### src/rtl/flow_tick_gen_if.sv
// Key inputs and step/state outputs of the flowing-light tick generator.
// master drives the raw keys; slave is the generator itself.
interface flow_tick_gen_if;
    logic       key_speed;
    logic       key_dir;
    logic       key_pause;
    logic       step;
    logic       dir;
    logic [1:0] speed_lvl;
    logic       paused;

    modport master (
        output key_speed, key_dir, key_pause,
        input  step, dir, speed_lvl, paused
    );

    modport slave (
        input  key_speed, key_dir, key_pause,
        output step, dir, speed_lvl, paused
    );
endinterface

### src/rtl/flow_tick_gen.sv
// Conditions three raw push buttons and produces a rate-selectable one-cycle
// step strobe plus direction / pause state for the LED shifter.
module flow_tick_gen #(
    parameter int unsigned DEBOUNCE_CYCLES = 1_000_000,
    parameter int unsigned BASE_PERIOD     = 25_000_000
) (
    input  logic             clk_i,
    input  logic             rst_i,
    flow_tick_gen_if.slave   bus
);
    localparam int unsigned   DW       = $clog2(DEBOUNCE_CYCLES);
    localparam logic [DW-1:0] DEB_LAST = DW'(DEBOUNCE_CYCLES - 1);

    // key bit order: [0] speed, [1] dir, [2] pause
    logic [2:0]    key_raw;
    logic [2:0]    s1_q, s2_q;
    logic [2:0]    deb_q, deb_d;
    logic [2:0]    deb_dly_q;
    logic [2:0]    press_ev;
    logic [DW-1:0] dcnt_q [3];
    logic [DW-1:0] dcnt_d [3];

    logic [31:0]   cnt_q, cnt_d;
    logic [31:0]   period;
    logic          step_q, step_d;
    logic          dir_q, dir_d;
    logic [1:0]    speed_lvl_q, speed_lvl_d;
    logic          paused_q, paused_d;

    assign key_raw  = {bus.key_pause, bus.key_dir, bus.key_speed};
    assign press_ev = deb_q & ~deb_dly_q;

    // Any cycle where the synchronised key matches the accepted level
    // restarts qualification, so short glitches never accumulate.
    always_comb begin
        deb_d = deb_q;
        for (int k = 0; k < 3; k++) begin
            dcnt_d[k] = '0;
            if (s2_q[k] != deb_q[k]) begin
                if (dcnt_q[k] == DEB_LAST) begin
                    deb_d[k] = s2_q[k];
                end else begin
                    dcnt_d[k] = dcnt_q[k] + DW'(1);
                end
            end
        end
    end

    always_comb begin
        period      = 32'(BASE_PERIOD) >> speed_lvl_q;
        cnt_d       = cnt_q;
        step_d      = 1'b0;
        speed_lvl_d = speed_lvl_q + {1'b0, press_ev[0]};
        dir_d       = dir_q ^ press_ev[1];
        paused_d    = paused_q ^ press_ev[2];
        // A pause event on the terminal cycle still lets that step out;
        // the halt takes effect from the following cycle.
        if (press_ev[0]) begin
            cnt_d = '0;
        end else if (paused_q) begin
            cnt_d = cnt_q;
        end else if (cnt_q == period - 32'd1) begin
            step_d = 1'b1;
            cnt_d  = '0;
        end else begin
            cnt_d = cnt_q + 32'd1;
        end
    end

    always_ff @(posedge clk_i) begin
        if (rst_i) begin
            s1_q        <= '0;
            s2_q        <= '0;
            deb_q       <= '0;
            deb_dly_q   <= '0;
            for (int k = 0; k < 3; k++) dcnt_q[k] <= '0;
            cnt_q       <= '0;
            step_q      <= 1'b0;
            dir_q       <= 1'b0;
            speed_lvl_q <= 2'd0;
            paused_q    <= 1'b0;
        end else begin
            s1_q        <= key_raw;
            s2_q        <= s1_q;
            deb_q       <= deb_d;
            deb_dly_q   <= deb_q;
            for (int k = 0; k < 3; k++) dcnt_q[k] <= dcnt_d[k];
            cnt_q       <= cnt_d;
            step_q      <= step_d;
            dir_q       <= dir_d;
            speed_lvl_q <= speed_lvl_d;
            paused_q    <= paused_d;
        end
    end

    assign bus.step      = step_q;
    assign bus.dir       = dir_q;
    assign bus.speed_lvl = speed_lvl_q;
    assign bus.paused    = paused_q;
endmodule

### src/flat_wrapper.sv
// flat-port wrapper written by rule: the top's interface ports become plain ports
module flow_tick_gen_flat 
#(
    parameter int unsigned DEBOUNCE_CYCLES = 1_000_000,
    parameter int unsigned BASE_PERIOD     = 25_000_000
)
  (clk_i, rst_i, bus_key_speed, bus_key_dir, bus_key_pause, bus_step, bus_dir, bus_speed_lvl, bus_paused);
  flow_tick_gen_if bus_i ();
  input  logic clk_i;
  input  logic rst_i;
  input wire logic [$bits(bus_i.key_speed)-1:0] bus_key_speed;
  input wire logic [$bits(bus_i.key_dir)-1:0] bus_key_dir;
  input wire logic [$bits(bus_i.key_pause)-1:0] bus_key_pause;
  output wire logic [$bits(bus_i.step)-1:0] bus_step;
  output wire logic [$bits(bus_i.dir)-1:0] bus_dir;
  output wire logic [$bits(bus_i.speed_lvl)-1:0] bus_speed_lvl;
  output wire logic [$bits(bus_i.paused)-1:0] bus_paused;
  assign bus_i.key_speed = bus_key_speed;
  assign bus_i.key_dir = bus_key_dir;
  assign bus_i.key_pause = bus_key_pause;
  assign bus_step = bus_i.step;
  assign bus_dir = bus_i.dir;
  assign bus_speed_lvl = bus_i.speed_lvl;
  assign bus_paused = bus_i.paused;
  flow_tick_gen #(.DEBOUNCE_CYCLES(DEBOUNCE_CYCLES), .BASE_PERIOD(BASE_PERIOD)) u_core (.clk_i(clk_i), .rst_i(rst_i), .bus(bus_i));
endmodule
### config.mk
export PLATFORM = sky130hd
export DESIGN_NAME = flow_tick_gen_flat
export DESIGN_NICKNAME = d
export VERILOG_FILES = /design/src/rtl/flow_tick_gen_if.sv /design/src/rtl/flow_tick_gen.sv /design/src/flat_wrapper.sv
export SDC_FILE = /design/constraint.sdc
export NUM_CORES = 1
export LEC_CHECK = 0
export BUFFER_PORTS_ARGS = -buffer_cell sky130_fd_sc_hd__buf_2
export CORE_MARGIN = 1
export CORE_UTILIZATION = 40
export DETAILED_ROUTE_END_ITERATION = 8
export GPL_ROUTABILITY_DRIVEN = 0
export HOLD_SLACK_MARGIN = 0.06
export PLACE_DENSITY_LB_ADDON = 0.15
export SYNTH_ARGS = -nofsm -noshare
export SYNTH_HDL_FRONTEND = slang
export SYNTH_SLANG_ARGS = --single-unit
export TNS_END_PERCENT = 10
### constraint.sdc
create_clock -name clk_i -period 2.4 [get_ports clk_i]
set_clock_uncertainty 0.05 [all_clocks]
set_input_delay 0.36 -clock clk_i [delete_from_list [all_inputs] [get_ports clk_i]]
set_output_delay 0.36 -clock clk_i [all_outputs]
set_load 0.05 [all_outputs]
==> After elaboration in Yosys (flattened, before gate mapping) <==
Memory sizes are Yosys's and may differ from the RTL's.
Cells that the tools add are included.
{ "word_totals": {"mem_bits_rw": 60, "wordCells": 52, "n_memories": 1, "out_inout_bits": 5, "reg_bits": 49} }
{ "mem_list": {"columns": ["name", "words", "word_bits", "rd", "rd_ports_with_merged_regs", "wr", "line", "source"], "rows": [
  ["u_core.dcnt_q", 3, 20, 3, 0, 3, "flow_tick_gen.sv:20", "logic [DW-1:0] dcnt_q [3];"]
]} }
{ "classes": {"mux": 14, "n_bitwise": 7, "n_addsub": 6, "reduce_logical": 5, "n_shift": 1, "n_eq_ne": 7} }
{ "ops": {"columns": ["op", "n"], "rows": [
  ["two-way mux 20 bit", 9],
  ["adder 20 x 1 -> 20 bit, second input constant", 3],
  ["== test 20 bit, second input constant", 3],
  ["adder 32 x 1 -> 32 bit, second input constant", 1],
  ["== test 32 bit", 1],
  ["two-way mux 32 bit", 1],
  [">> shifter 25 x 2 -> 32 bit, first input constant", 1],
  ["subtractor 32 x 1 -> 32 bit, second input constant", 1],
  ["AND reduction 2 bit", 3],
  ["two-way mux 1 bit", 4],
  ["bitwise AND 3 bit", 1],
  ["!= test 1 bit", 3],
  ["inverter 3 bit", 1],
  ["OR 1 bit", 3],
  ["OR reduction 3 bit", 1],
  ["adder 2 x 1 -> 2 bit", 1],
  ["OR reduction 2 bit", 1],
  ["XOR 1 bit", 2]
]} }

==> Depth between registers and ports, before layout <==
{ "logic_depth": {"ltp_word": 4, "ltp_mapped": 9, "depth_no_buf": 7} }

==> Worst setup path before layout <==
Ideal clock, no wire load.
{ "synth_timing": {"path_type": "reg2reg", "from": "register u_core.speed_lvl_q[0] (netlist: u_core.bus.speed_lvl[0])", "to": "register u_core.cnt_q[0]", "path_buffers": 2, "setup_ns": 0.132, "path_stages_with_launch": 10, "t_arrival_ns": 2.567, "path_slack_ns": -0.349, "cell_sequence": "dfxtp_1 > buf_2 > nand2_1 > ha_1 > xor2_1 > nand4_1 > or4b_4 > nor4_4 > buf_6 > nor3_1"} }
{ "synth_via": {"elab_chain_len": 4} }
{ "synth_rtl": {"columns": ["element", "line", "source"], "rows": [
  ["start: declaration", "flow_tick_gen.sv:27", "logic [1:0] speed_lvl_q, speed_lvl_d;"],
  ["start signal: assignment", "flow_tick_gen.sv:91", "speed_lvl_q <= speed_lvl_d;"],
  [">> shifter 25 x 2 -> 32 bit", "flow_tick_gen.sv:50", "period = 32'(BASE_PERIOD) >> speed_lvl_q;"],
  ["subtractor 32 x 1 -> 32 bit", "flow_tick_gen.sv:62", "end else if (cnt_q == period - 32'd1) begin"],
  ["== test 32 bit", "flow_tick_gen.sv:62", null],
  ["two-way mux 32 bit", "flow_tick_gen.sv:62", null],
  ["end signal: assignment", "flow_tick_gen.sv:88", "cnt_q <= cnt_d;"],
  ["end: declaration", "flow_tick_gen.sv:23", "logic [31:0] cnt_q, cnt_d;"]
]} }
Every way passes these cells.
A chain may end at the register's enable or synchronous reset.

==> Worst setup path in the final report <==
{ "layout_timing": {"from": "register u_core.speed_lvl_q[0] (netlist: u_core.bus.speed_lvl[0])", "to": "register u_core.cnt_q[31]"} }
The elaborated chain is that of the path after synthesis.

==> impl_metrics.json <==
{
  "status": "finished clean",
  "clk_pin_slew_ns": 0.07,
  "io_buffers": 9,
  "die_w_um": 113,
  "combPwrFrac_pct": 1.5,
  "clkPwrFrac_pct": 45.4,
  "synth_area_leaders": "dfxtp_1 44%, xnor2_1 11%, nor2_1 7.1%",
  "ys_seq_area_share_pct": 44.0,
  "dp_hpwl_um": 6410,
  "hold_class": "in -> reg",
  "clk_latency_ns": 0.35,
  "dieHeight_um": 113,
  "fin_nets": 590,
  "ant_nets": 0,
  "routed-via-count": 3697,
  "hold_viol_final": 0,
  "swShare_pct": 21.7,
  "core_area_mm2": 0.0121,
  "drv_slew": 0,
  "grt_util_met3_pct": 2.84,
  "final_util_pct": 46.1,
  "leakagePower_nw": 1.74,
  "r2r_start": "u_core.bus.speed_lvl[0]",
  "vias_per_cell": 4.92,
  "fin_crit_ns": 2.31,
  "synth_top_area_share_pct": 44.0,
  "arrival_ns": 2.48,
  "criticalPathCategory": "reg -> reg",
  "cts_tree": "built",
  "synth_edf_count": 0,
  "worstSetupStartpoint": "u_core.bus.speed_lvl[0]",
  "grt_antenna_before_repair": 0,
  "critPathRequiredTime_ns": 2.57,
  "drc": 0,
  "gr-total-overflow": 0,
  "synth_cell_types": 45,
  "syn_area_per_cell_um2": 8.79,
  "layout_setup_ws_ns": 0.0911,
  "diodes": 0,
  "post_cts_buffers": 0,
  "top_level_ports": 10,
  "crit_path_top_delay_cell": "or4b_4",
  "synth-seq-cells": 109,
  "hp-start": "bus_key_dir",
  "cpPeakStageDelay_ns": 0.54,
  "worst_pin_slew_ns": 0.637,
  "p_per_area_mw_per_mm2": 618,
  "rows": 40,
  "drtPass1Iterations": 4,
  "die_area_mm2": 0.0128,
  "path_max_fanout": 30,
  "power_mw": 3.44,
  "place_ws_ns": 0.114,
  "syn-num-nets": 575,
  "met2_usage_pct": 25.1,
  "pwr-share-seq_pct": 53.1,
  "fmax_ghz": 0.433,
  "drt_iter0_drc": 139,
  "synth_largest_area_cell": "dfxtp_1",
  "setup_viol": 0,
  "yosys_warnings": 0,
  "critPathLaunchType": "flop",
  "intPower_mw": 2.69,
  "grt_pass1_wl_um": 16100,
  "grt_start_max_net_pins": 31,
  "maxCapViolCount": 0,
  "floorplan.initialDensity_pct": 41.1,
  "clockRootBuffer": "clkbuf_16",
  "track_usage_pct": 15.7,
  "area_growth_pct": 12.2,
  "htreeDepth": 3,
  "endpoint_kind": "flop",
  "wl_per_cell_um": 12.3,
  "grt_pass1_vias": 3483,
  "grt_busiest_layer": "met2",
  "synth-async-reset-ratio_pct": 0,
  "grtUsageMet1_pct": 20.7,
  "ir_drop_mv": 0.366,
  "clk_path_buf_depth": 2,
  "drive_gt1_share_pct": 8.73,
  "synth_ff_type": "dfxtp_1",
  "grt_setup_unrepaired": "true",
  "cts_sinks": 109,
  "wirelength_um": 9240,
  "finalCritPeriodShare_pct": 96.2,
  "numCtsBuffers": 9,
  "synth_area_mm2": 0.00496,
  "synthCells": 564,
  "post_cts_resized": 0,
  "slew-limit-headroom_pct": 57.1,
  "crit_chain": "nand2b_1 > ha_1 > xor2_1 > nand4_1 > or4b_4 > nor4_4 > buf_12 > nor3_1",
  "p_sw_uw": 746,
  "cts-hold-fix-buffers": 0
}
[critical path: cells and delay by family (launching register included)]
| kind | cells | cell delay, ns |
|---|---|---|
| buffers and inverters | 1 | 0.22 |
| and+or+nand+nor | 5 | 1.10 |
| DFF | 1 | 0.35 |
| adders and majority gates | 1 | 0.29 |
| xor gates and xnor gates | 1 | 0.14 |
[worst paths after layout]
check                           to  slack, ns  depth (start not counted)
hold / removal      u_core.s1_q[1]       0.16                          2
setup reg to reg  u_core.cnt_q[31]       0.09                          8
setup / recovery  u_core.cnt_q[31]       0.09                          8
hold reg to reg     u_core.s2_q[2]       0.39                          1
[through the flow]
| stage | hold WS [ns] | setup TNS (ns) | cells | cell area (µm²) |
|---|---|---|---|---|
| floorplan | 0.363 | 0 | 564 | 4970 |
| global placement | 0.369 | 0 | 736 | 5250 |
| detailed placement | 0.370 | 0 | 736 | 5250 |
| CTS | 0.152 | 0 | 752 | 5560 |
| global route | 0.176 | -0.385 | 752 | 5560 |
| finish | 0.164 | 0 | 752 | 5560 |
[cells in the final DEF (no fill, tap or decap), types with 2 or more instances in the layout]
cell type,count
nor3b_1,2
nand2b_1,3
nand4b_1,2
mux2i_1,5
nor3_1,52
or3_1,3
inv_6,2
xnor2_1,64
or2_2,2
ha_1,6
nand2_1,30
xor2_1,28
dfxtp_4,2
dfxtp_1,107
buf_4,17
nor4b_1,5
buf_2,9
nand3_1,25
nor2_1,94
and4_1,9
inv_1,18
nor4_1,14
o21ai_0,2
and3_1,9
clkinvlp_4,2
nor2b_1,17
nand4_1,23
clkbuf_16,9
a21oi_1,2
[power by group through the flow]
| stage | combinational (mW) | sequential, mW | clock, mW |
|---|---|---|---|
| finish | 0.0503 | 1.82 | 1.56 |
| global route | 0.0570 | 1.83 | 1.69 |
| CTS | 0.0514 | 1.82 | 1.62 |
| detailed placement | 0.0510 | 1.87 | 0 |
| global placement | 0.0496 | 1.87 | 0 |
| floorplan | 0.0356 | 1.87 | 0 |
[metal layers]
metal	wire length, µm	up-vias
met5	0	-
met2	4150	30
li1	-	1950
met1	4730	1708
met3	216	9
met4	153	0
[area by class of cell]
type	count	area [µm²]
sequential	109	2190
fill	1171	6500
multi-input combinational	414	2580
inverter	18	67.6
clock inverter	6	78.8
timing repair buffer	27	193
tap	168	210
clock buffer	10	239
[cell families (layout without fill, tap and decap cells)]
group,Yosys count,count (layout),share of synthesized area [%]
AOI/OAI and AO/OA,13,13,1.87
xor gates and xnor gates,92,92,16.3
adders and majority gates,6,6,1.51
buffers and inverters,41,61,3.81
DFF,109,109,44.0
muxes,6,6,1.46
and+or+nand+nor,297,297,31.1
[cell usage after synthesis (all sizes together), types with 6 or more instances]
| cell type | instances |
|---|---|
| nand4 | 23 |
| inv | 18 |
| nor2 | 94 |
| and4 | 9 |
| xor2 | 28 |
| nand3 | 25 |
| ha | 6 |
| and3 | 9 |
| clkbuf | 13 |
| buf | 10 |
| nand2 | 30 |
| nor3 | 52 |
| xnor2 | 64 |
| nor4 | 15 |
| dfxtp | 109 |
| nor2b | 17 |
[flip-flops by register name (all words and copies together), names as in the netlist]
name,cells
u_core.dcnt_q,60
u_core.cnt_q,32
u_core.deb_dly_q,3
u_core.deb_q,3
u_core.s1_q,3
u_core.s2_q,3
u_core.bus.speed_lvl,2
u_core.bus.dir,1
u_core.bus.paused,1
u_core.bus.step,1
No activity file was read; power rests on OpenSTA's default activity.
